## src/rtl/rv_pkg.sv

```systemverilog
// RV32I definitions shared by fetch predecode and the sign extender: opcodes,
// immediate-format select, fetch buffer entry and the default reset PC.
package rv_pkg;

   localparam logic [31:0] RV_RESET_PC = 32'h0000_0000;

   localparam logic [6:0] OP_LOAD   = 7'b0000011;
   localparam logic [6:0] OP_IMM    = 7'b0010011;
   localparam logic [6:0] OP_JALR   = 7'b1100111;
   localparam logic [6:0] OP_SYSTEM = 7'b1110011;
   localparam logic [6:0] OP_BRANCH = 7'b1100011;
   localparam logic [6:0] OP_LUI    = 7'b0110111;
   localparam logic [6:0] OP_AUIPC  = 7'b0010111;
   localparam logic [6:0] OP_JAL    = 7'b1101111;
   localparam logic [6:0] OP_STORE  = 7'b0100011;
   localparam logic [6:0] OP_REG    = 7'b0110011;
   localparam logic [6:0] OP_FENCE  = 7'b0001111;

   typedef enum logic [2:0] {
      IMM_I = 3'h0,
      IMM_B = 3'h1,
      IMM_U = 3'h2,
      IMM_J = 3'h3,
      IMM_S = 3'h4
   } imm_sel_e;

   typedef struct packed {
      logic [31:0] pc;
      logic [31:0] instr;
   } fetch_entry_t;

   // Formats without an immediate (R-type, fence) fall back to I; decode ignores it.
   function automatic imm_sel_e imm_sel_of(input logic [6:0] op);
      case (op)
         OP_BRANCH:        return IMM_B;
         OP_LUI, OP_AUIPC: return IMM_U;
         OP_JAL:           return IMM_J;
         OP_STORE:         return IMM_S;
         default:          return IMM_I;
      endcase
   endfunction

   function automatic logic opcode_legal(input logic [6:0] op);
      case (op)
         OP_LOAD, OP_IMM, OP_JALR, OP_SYSTEM, OP_BRANCH, OP_LUI,
         OP_AUIPC, OP_JAL, OP_STORE, OP_REG, OP_FENCE: return 1'b1;
         default:                                      return 1'b0;
      endcase
   endfunction

endpackage

```

## src/rtl/ifetch_buf.sv

```systemverilog
// BUF_DEPTH-entry FIFO of {pc, instr}; head shown combinationally, zeros while empty.
// Flush wins over push/pop; caller never pushes into a full buffer unless popping.
module ifetch_buf
   import rv_pkg::*;
#(
   parameter int BUF_DEPTH = 2
) (
   input  logic                       clk,
   input  logic                       rst_n,
   input  logic                       flush,
   input  logic                       push,
   input  fetch_entry_t               push_entry,
   input  logic                       pop,
   output logic                       head_valid,
   output fetch_entry_t               head,
   output logic [$clog2(BUF_DEPTH):0] count
);

   localparam int AW = $clog2(BUF_DEPTH);
   localparam int CW = AW + 1;

   fetch_entry_t  mem [BUF_DEPTH];
   logic [AW-1:0] rd_ptr;
   logic [AW-1:0] wr_ptr;

   always_ff @(posedge clk or negedge rst_n) begin
      if (!rst_n) begin
         rd_ptr <= '0;
         wr_ptr <= '0;
         count  <= '0;
      end else if (flush) begin
         rd_ptr <= '0;
         wr_ptr <= '0;
         count  <= '0;
      end else begin
         if (push) wr_ptr <= wr_ptr + AW'(1);
         if (pop)  rd_ptr <= rd_ptr + AW'(1);
         count <= count + CW'(push) - CW'(pop);
      end
   end

   // Storage needs no reset: the head is masked whenever count is zero.
   always_ff @(posedge clk) begin
      if (push && !flush) mem[wr_ptr] <= push_entry;
   end

   assign head_valid = (count != '0);
   assign head       = head_valid ? mem[rd_ptr] : '0;

endmodule

```

## src/rtl/instr_fetch.sv

```systemverilog
// Fetch stage: PC, request credits, redirect drop accounting, buffer, imm-select predecode.
// rsp->id_valid 1 cycle; requests stall while outstanding+buffered reach BUF_DEPTH. Option: IFETCH_ILLEGAL_DET_EN.
module instr_fetch
   import rv_pkg::*;
#(
   parameter logic [31:0] RESET_PC  = RV_RESET_PC,
   parameter int          BUF_DEPTH = 2
) (
   input  logic        clk,
   input  logic        rst_n,
   output logic        imem_req_valid,
   input  logic        imem_req_ready,
   output logic [31:0] imem_req_addr,
   input  logic        imem_rsp_valid,
   input  logic [31:0] imem_rsp_data,
   input  logic        redirect_valid,
   input  logic [31:0] redirect_pc,
   output logic        id_valid,
   input  logic        id_ready,
   output logic [31:0] id_instr,
   output logic [31:0] id_pc,
   output logic [24:0] id_imm_field,
   output logic [2:0]  id_imm_sel,
   output logic        id_illegal
);

   localparam int CW = $clog2(BUF_DEPTH) + 1;

   logic          started;
   logic [31:0]   pc;
   logic [31:0]   rsp_pc;
   logic [CW-1:0] outstanding;
   logic [CW-1:0] drop_cnt;
   logic [CW-1:0] occupancy;
   logic [CW-1:0] out_nxt;
   logic [CW:0]   credit_used;
   logic          accept;
   logic          drop;
   logic          push;
   logic          pop;
   logic [31:0]   target_pc;
   logic [1:0]    unused_redirect_lsbs;
   fetch_entry_t  head;

   assign target_pc            = {redirect_pc[31:2], 2'b00};
   assign unused_redirect_lsbs = redirect_pc[1:0];

   // Credits look only at registered state, so a pop this cycle frees a slot next cycle.
   assign credit_used    = {1'b0, outstanding} + {1'b0, occupancy};
   assign imem_req_valid = started && !redirect_valid && (credit_used < (CW+1)'(BUF_DEPTH));
   assign imem_req_addr  = pc;
   assign accept         = imem_req_valid && imem_req_ready;

   assign drop    = imem_rsp_valid && (drop_cnt != '0);
   assign push    = imem_rsp_valid && !drop && !redirect_valid;
   assign pop     = id_valid && id_ready;
   assign out_nxt = outstanding + CW'(accept) - CW'(imem_rsp_valid);

   always_ff @(posedge clk or negedge rst_n) begin
      if (!rst_n) begin
         started     <= 1'b0;
         pc          <= RESET_PC;
         rsp_pc      <= RESET_PC;
         outstanding <= '0;
         drop_cnt    <= '0;
      end else begin
         started     <= 1'b1;
         outstanding <= out_nxt;
         if (redirect_valid) begin
            // Everything still in flight belongs to the abandoned stream.
            pc       <= target_pc;
            rsp_pc   <= target_pc;
            drop_cnt <= out_nxt;
         end else begin
            if (accept) pc       <= pc + 32'd4;
            if (push)   rsp_pc   <= rsp_pc + 32'd4;
            if (drop)   drop_cnt <= drop_cnt - CW'(1);
         end
      end
   end

   ifetch_buf #(
      .BUF_DEPTH (BUF_DEPTH)
   ) u_buf (
      .clk        (clk),
      .rst_n      (rst_n),
      .flush      (redirect_valid),
      .push       (push),
      .push_entry ('{pc: rsp_pc, instr: imem_rsp_data}),
      .pop        (pop),
      .head_valid (id_valid),
      .head       (head),
      .count      (occupancy)
   );

   assign id_instr     = head.instr;
   assign id_pc        = head.pc;
   assign id_imm_field = head.instr[31:7];
   assign id_imm_sel   = imm_sel_of(head.instr[6:0]);

`ifdef IFETCH_ILLEGAL_DET_EN
   assign id_illegal = id_valid && ((head.instr[1:0] != 2'b11) || !opcode_legal(head.instr[6:0]));
`else
   assign id_illegal = 1'b0;
`endif

endmodule

```

## config.mk

```make
export PLATFORM = sky130hd
export DESIGN_NAME = instr_fetch
export DESIGN_NICKNAME = d
export VERILOG_FILES = /design/src/rtl/rv_pkg.sv /design/src/rtl/ifetch_buf.sv /design/src/rtl/instr_fetch.sv
export SDC_FILE = /design/constraint.sdc
export NUM_CORES = 1
export LEC_CHECK = 0
export BUFFER_PORTS_ARGS = -buffer_cell sky130_fd_sc_hd__buf_2
export CELL_PAD_IN_SITES_DETAIL_PLACEMENT = 1
export CELL_PAD_IN_SITES_GLOBAL_PLACEMENT = 1
export CORE_MARGIN = 5
export CORE_UTILIZATION = 46
export DETAILED_ROUTE_END_ITERATION = 10
export PLACE_DENSITY = 0.93
export SYNTH_ARGS = -nofsm -noshare
export SYNTH_HDL_FRONTEND = slang
export SYNTH_SLANG_ARGS = --single-unit
export TNS_END_PERCENT = 5
```

## constraint.sdc

```tcl
create_clock -name clk -period 15.3 [get_ports clk]
set_clock_uncertainty 0.2 [all_clocks]
set_input_delay 0.765 -clock clk [delete_from_list [all_inputs] [get_ports clk]]
set_output_delay 0.765 -clock clk [all_outputs]
set_load 0.01 [all_outputs]
```

==> run metrics <==
status completed; Clock Root Buffer clkbuf_16; worst path cell trace buf_4 -> mux2i_1 -> nor3b_1 -> nand2_1 -> nor4_1 -> buf_2; r2r setup slk approximately 12 ns; Max Slew Vio Count 0; Final setup viols 0; unrepaired setup endpoints after global routing false; Final Hold Violating Endpoints 0; VDD IR max 0.08777 mV; All-Layer GR Usage 0.2111; worst-margin pin slew between 0.9 and 1 ns; share of power burned in registers 0.428; Rel. slew slack 0.3678; gp weighted congestion between 0.8 and 0.9; detailed router's first-iteration violation count ~380; Synth top area share 0.4074; Resized cells post-CTS 0; clock share of power 0.257; CTS H-tree lvls 4; CORE AREA roughly 20000 um2; Post-CTS Setup Bufs 0; Area Growth Syn to Fin 16.76%; largest net degree at the start of global routing between 70 and 80; Yosys cell types between 50 and 60; sequential share of the synthesized area 0.5963; CP peak stage delay 0.82 ns; post-route minimum period slightly above 4 ns; Sw Ratio 0.3491; CTS max path bufs 2; DR DRC count 0; total routed wirelength 23.90 mm; Overall Power roughly 1.6 mW; number of antenna violations at the first check in global routing 0; largest family of logic cells by synthesized area simple AND/OR/NAND/NOR gates; CTS tree done; Die Height about 150 um; leak pwr between 4 and 5 nW; internal power about 1.0 mW; max_cap viols 0; Rows around 50; post-synthesis mux area share 0.08392; combinational share of power 0.315; Net Switching roughly 0.56 mW; Antenna Nets Post-Route 0; CTS Hold Bufs 0; via count roughly 6700; CTS Buf Count 17; Top FF cell, synth edfxtp_1; CTS clk-pin slew, worst paths 0.08 ns; Setup crit end kind output port; I/O pin count about 200; global route total overflow 0; Synthesis Warnings 0; Synth area leaders edfxtp_1, dfrtp_1, mux2i_1; Mapped Avg Cell Area approximately 12 um2; Mapped Area roughly 9100 um2; synth cell count leaders edfxtp_1, nor2_1, dfrtp_1; worst-path maximum fanout 35; vias in the first global route 6935; WP data arrival just over 3 ns; crit path kind reg2out; Worst path slowest cell dfrtp_4; min-delay worst type in2async; first-pass GRT wire length between 30 and 40 mm; Yosys reg bits slightly below 200; ANT cells 0; FFs w/ async S/R, synth 0.3575; Sink Count around 190; CP startpoint kind flip-flop; CP required 14.34 ns; dpl hpwl about 16 mm; fin worst setup slack around 11 ns; most frequent cell after synthesis edfxtp_1; share of cells above drive strength 1 0.2818; Avg WL per Cell around 20 um; number of synthesized flops with an enable pin ~120; die width around 150 um; Clk Latency, worst-skew pair around 0.44 ns; nets approximately 1000; Cells after DPL about 1200; Sum Neg Setup Slack 0 ns; die area ~23000 um2; Max Fclk about 0.25 GHz; Final Non-Filler Cells 1184; via/cell ratio roughly 5.7; Pwr per Cell Area about 150 nW/um2; port bufs between 150 and 200; initial core utilization 0.4681; Adder-Cell Fraction of Synth Area 0.01177; pre-CTS WS about 12 ns; post-synth top area cell edfxtp_1; Post-Synth Simple-Gate Area 0.1721; cell count after synthesis approximately 750; fin crit share 0.2653; First-pass DRT Iterations 5; xor and xnor area share after synthesis 0.02491; complex-gate fraction of the synthesized area 0.06283
[routing by layer]
metal | track usage | vias to the layer above | share of wire
met3 | 0.05655 | 43 | 0.070
met1 | 0.2684 | 3330 | 0.42
met4 | 0.05984 | 0 | 0.019
met5 | 0 | - | 0
li1 | - | 3094 | -
met2 | 0.3568 | 240 | 0.49
[per-stage QoR]
stage          hold WS (ns)    util  cell area [um2]
2_1_floorplan        0.2634       -             9155
3_3_place_gp         0.2802  0.5190            10130
3_5_place_dp         0.3120  0.5190            10130
4_1_cts              0.3054  0.5465            10670
5_1_grt              0.3022  0.5465            10670
6_report             0.3164  0.5465            10670
[sequential cells by signal (all words and copies together), names as in the netlist]
name and flops:
u_buf.count 2, u_buf.wr_ptr 1, outstanding 2, drop_cnt 2, rsp_pc 30, u_buf.mem 124, imem_req_addr 30, u_buf.rd_ptr 1
started 1
[worst max-delay path, delay by kind of cell (launching register included)]
kind	cells	cell delay [ns]
muxes	1	0.37
DFF	1	0.82
buffers and inverters	2	0.75
and+or+nand+nor	3	0.71
[logic make-up (layout without fill, tap and decap cells)]
logic type,count (synthesis),after routing
other,2,6
muxes,75,75
adders and majority gates,8,8
buffers and inverters,80,243
and+or+nand+nor,287,287
DFF,193,193
xor gates and xnor gates,26,26
AOI/OAI and AO/OA,81,81
[path summary, 6_finish.rpt]
path / cells after the start / start / end
max in group asynchronous: 2 / rst_n / u_buf.rd_ptr
max reg2reg: 11 / u_buf.count[0] / drop_cnt[1]
min in group clk: 1 / imem_rsp_data[29] / u_buf.mem[1][29]
max: 6 / u_buf.rd_ptr / id_imm_sel[0]
min: 2 / rst_n / imem_req_addr[31]
min reg2reg: 1 / outstanding[0] / outstanding[0]
[layout make-up]
| cell class | instances | area (um2) |
|---|---|---|
| Tap cell | 265 | 331.6 |
| Multi-Input combinational cell | 483 | 3286 |
| Clock inverter | 10 | 58.81 |
| Fill cell | 2088 | 8855 |
| Sequential cell | 193 | 5454 |
| Inverter | 13 | 48.80 |
| Clock buffer | 22 | 479.2 |
| Timing Repair Buffer | 198 | 1013 |
[power groups by stage]
stage / Sequential (mW) / Combinational [mW] / Clock (mW)
global placement: 0.687 / 0.492 / 0
detailed placement: 0.693 / 0.509 / 0
floorplan: 0.668 / 0.359 / 0
finish: 0.684 / 0.504 / 0.410
CTS: 0.683 / 0.515 / 0.419
global route: 0.692 / 0.551 / 0.443
[layout by cell type (no fill, tap or decap), types with 17 or more instances in the layout]
cell type / Yosys / layout
and4_1: 24 / 24
nand4_1: 17 / 17
a211oi_1: 20 / 20
clkbuf_16: 0 / 18
nand2_1: 30 / 30
nor4_1: 18 / 18
nor3_1: 24 / 23
xnor2_1: 19 / 19
mux2i_1: 62 / 62
nand3_1: 21 / 21
buf_2: 10 / 189
dfrtp_1: 69 / 68
nor2_1: 97 / 96
edfxtp_1: 124 / 124
No activity file was read; power rests on OpenSTA's default activity.
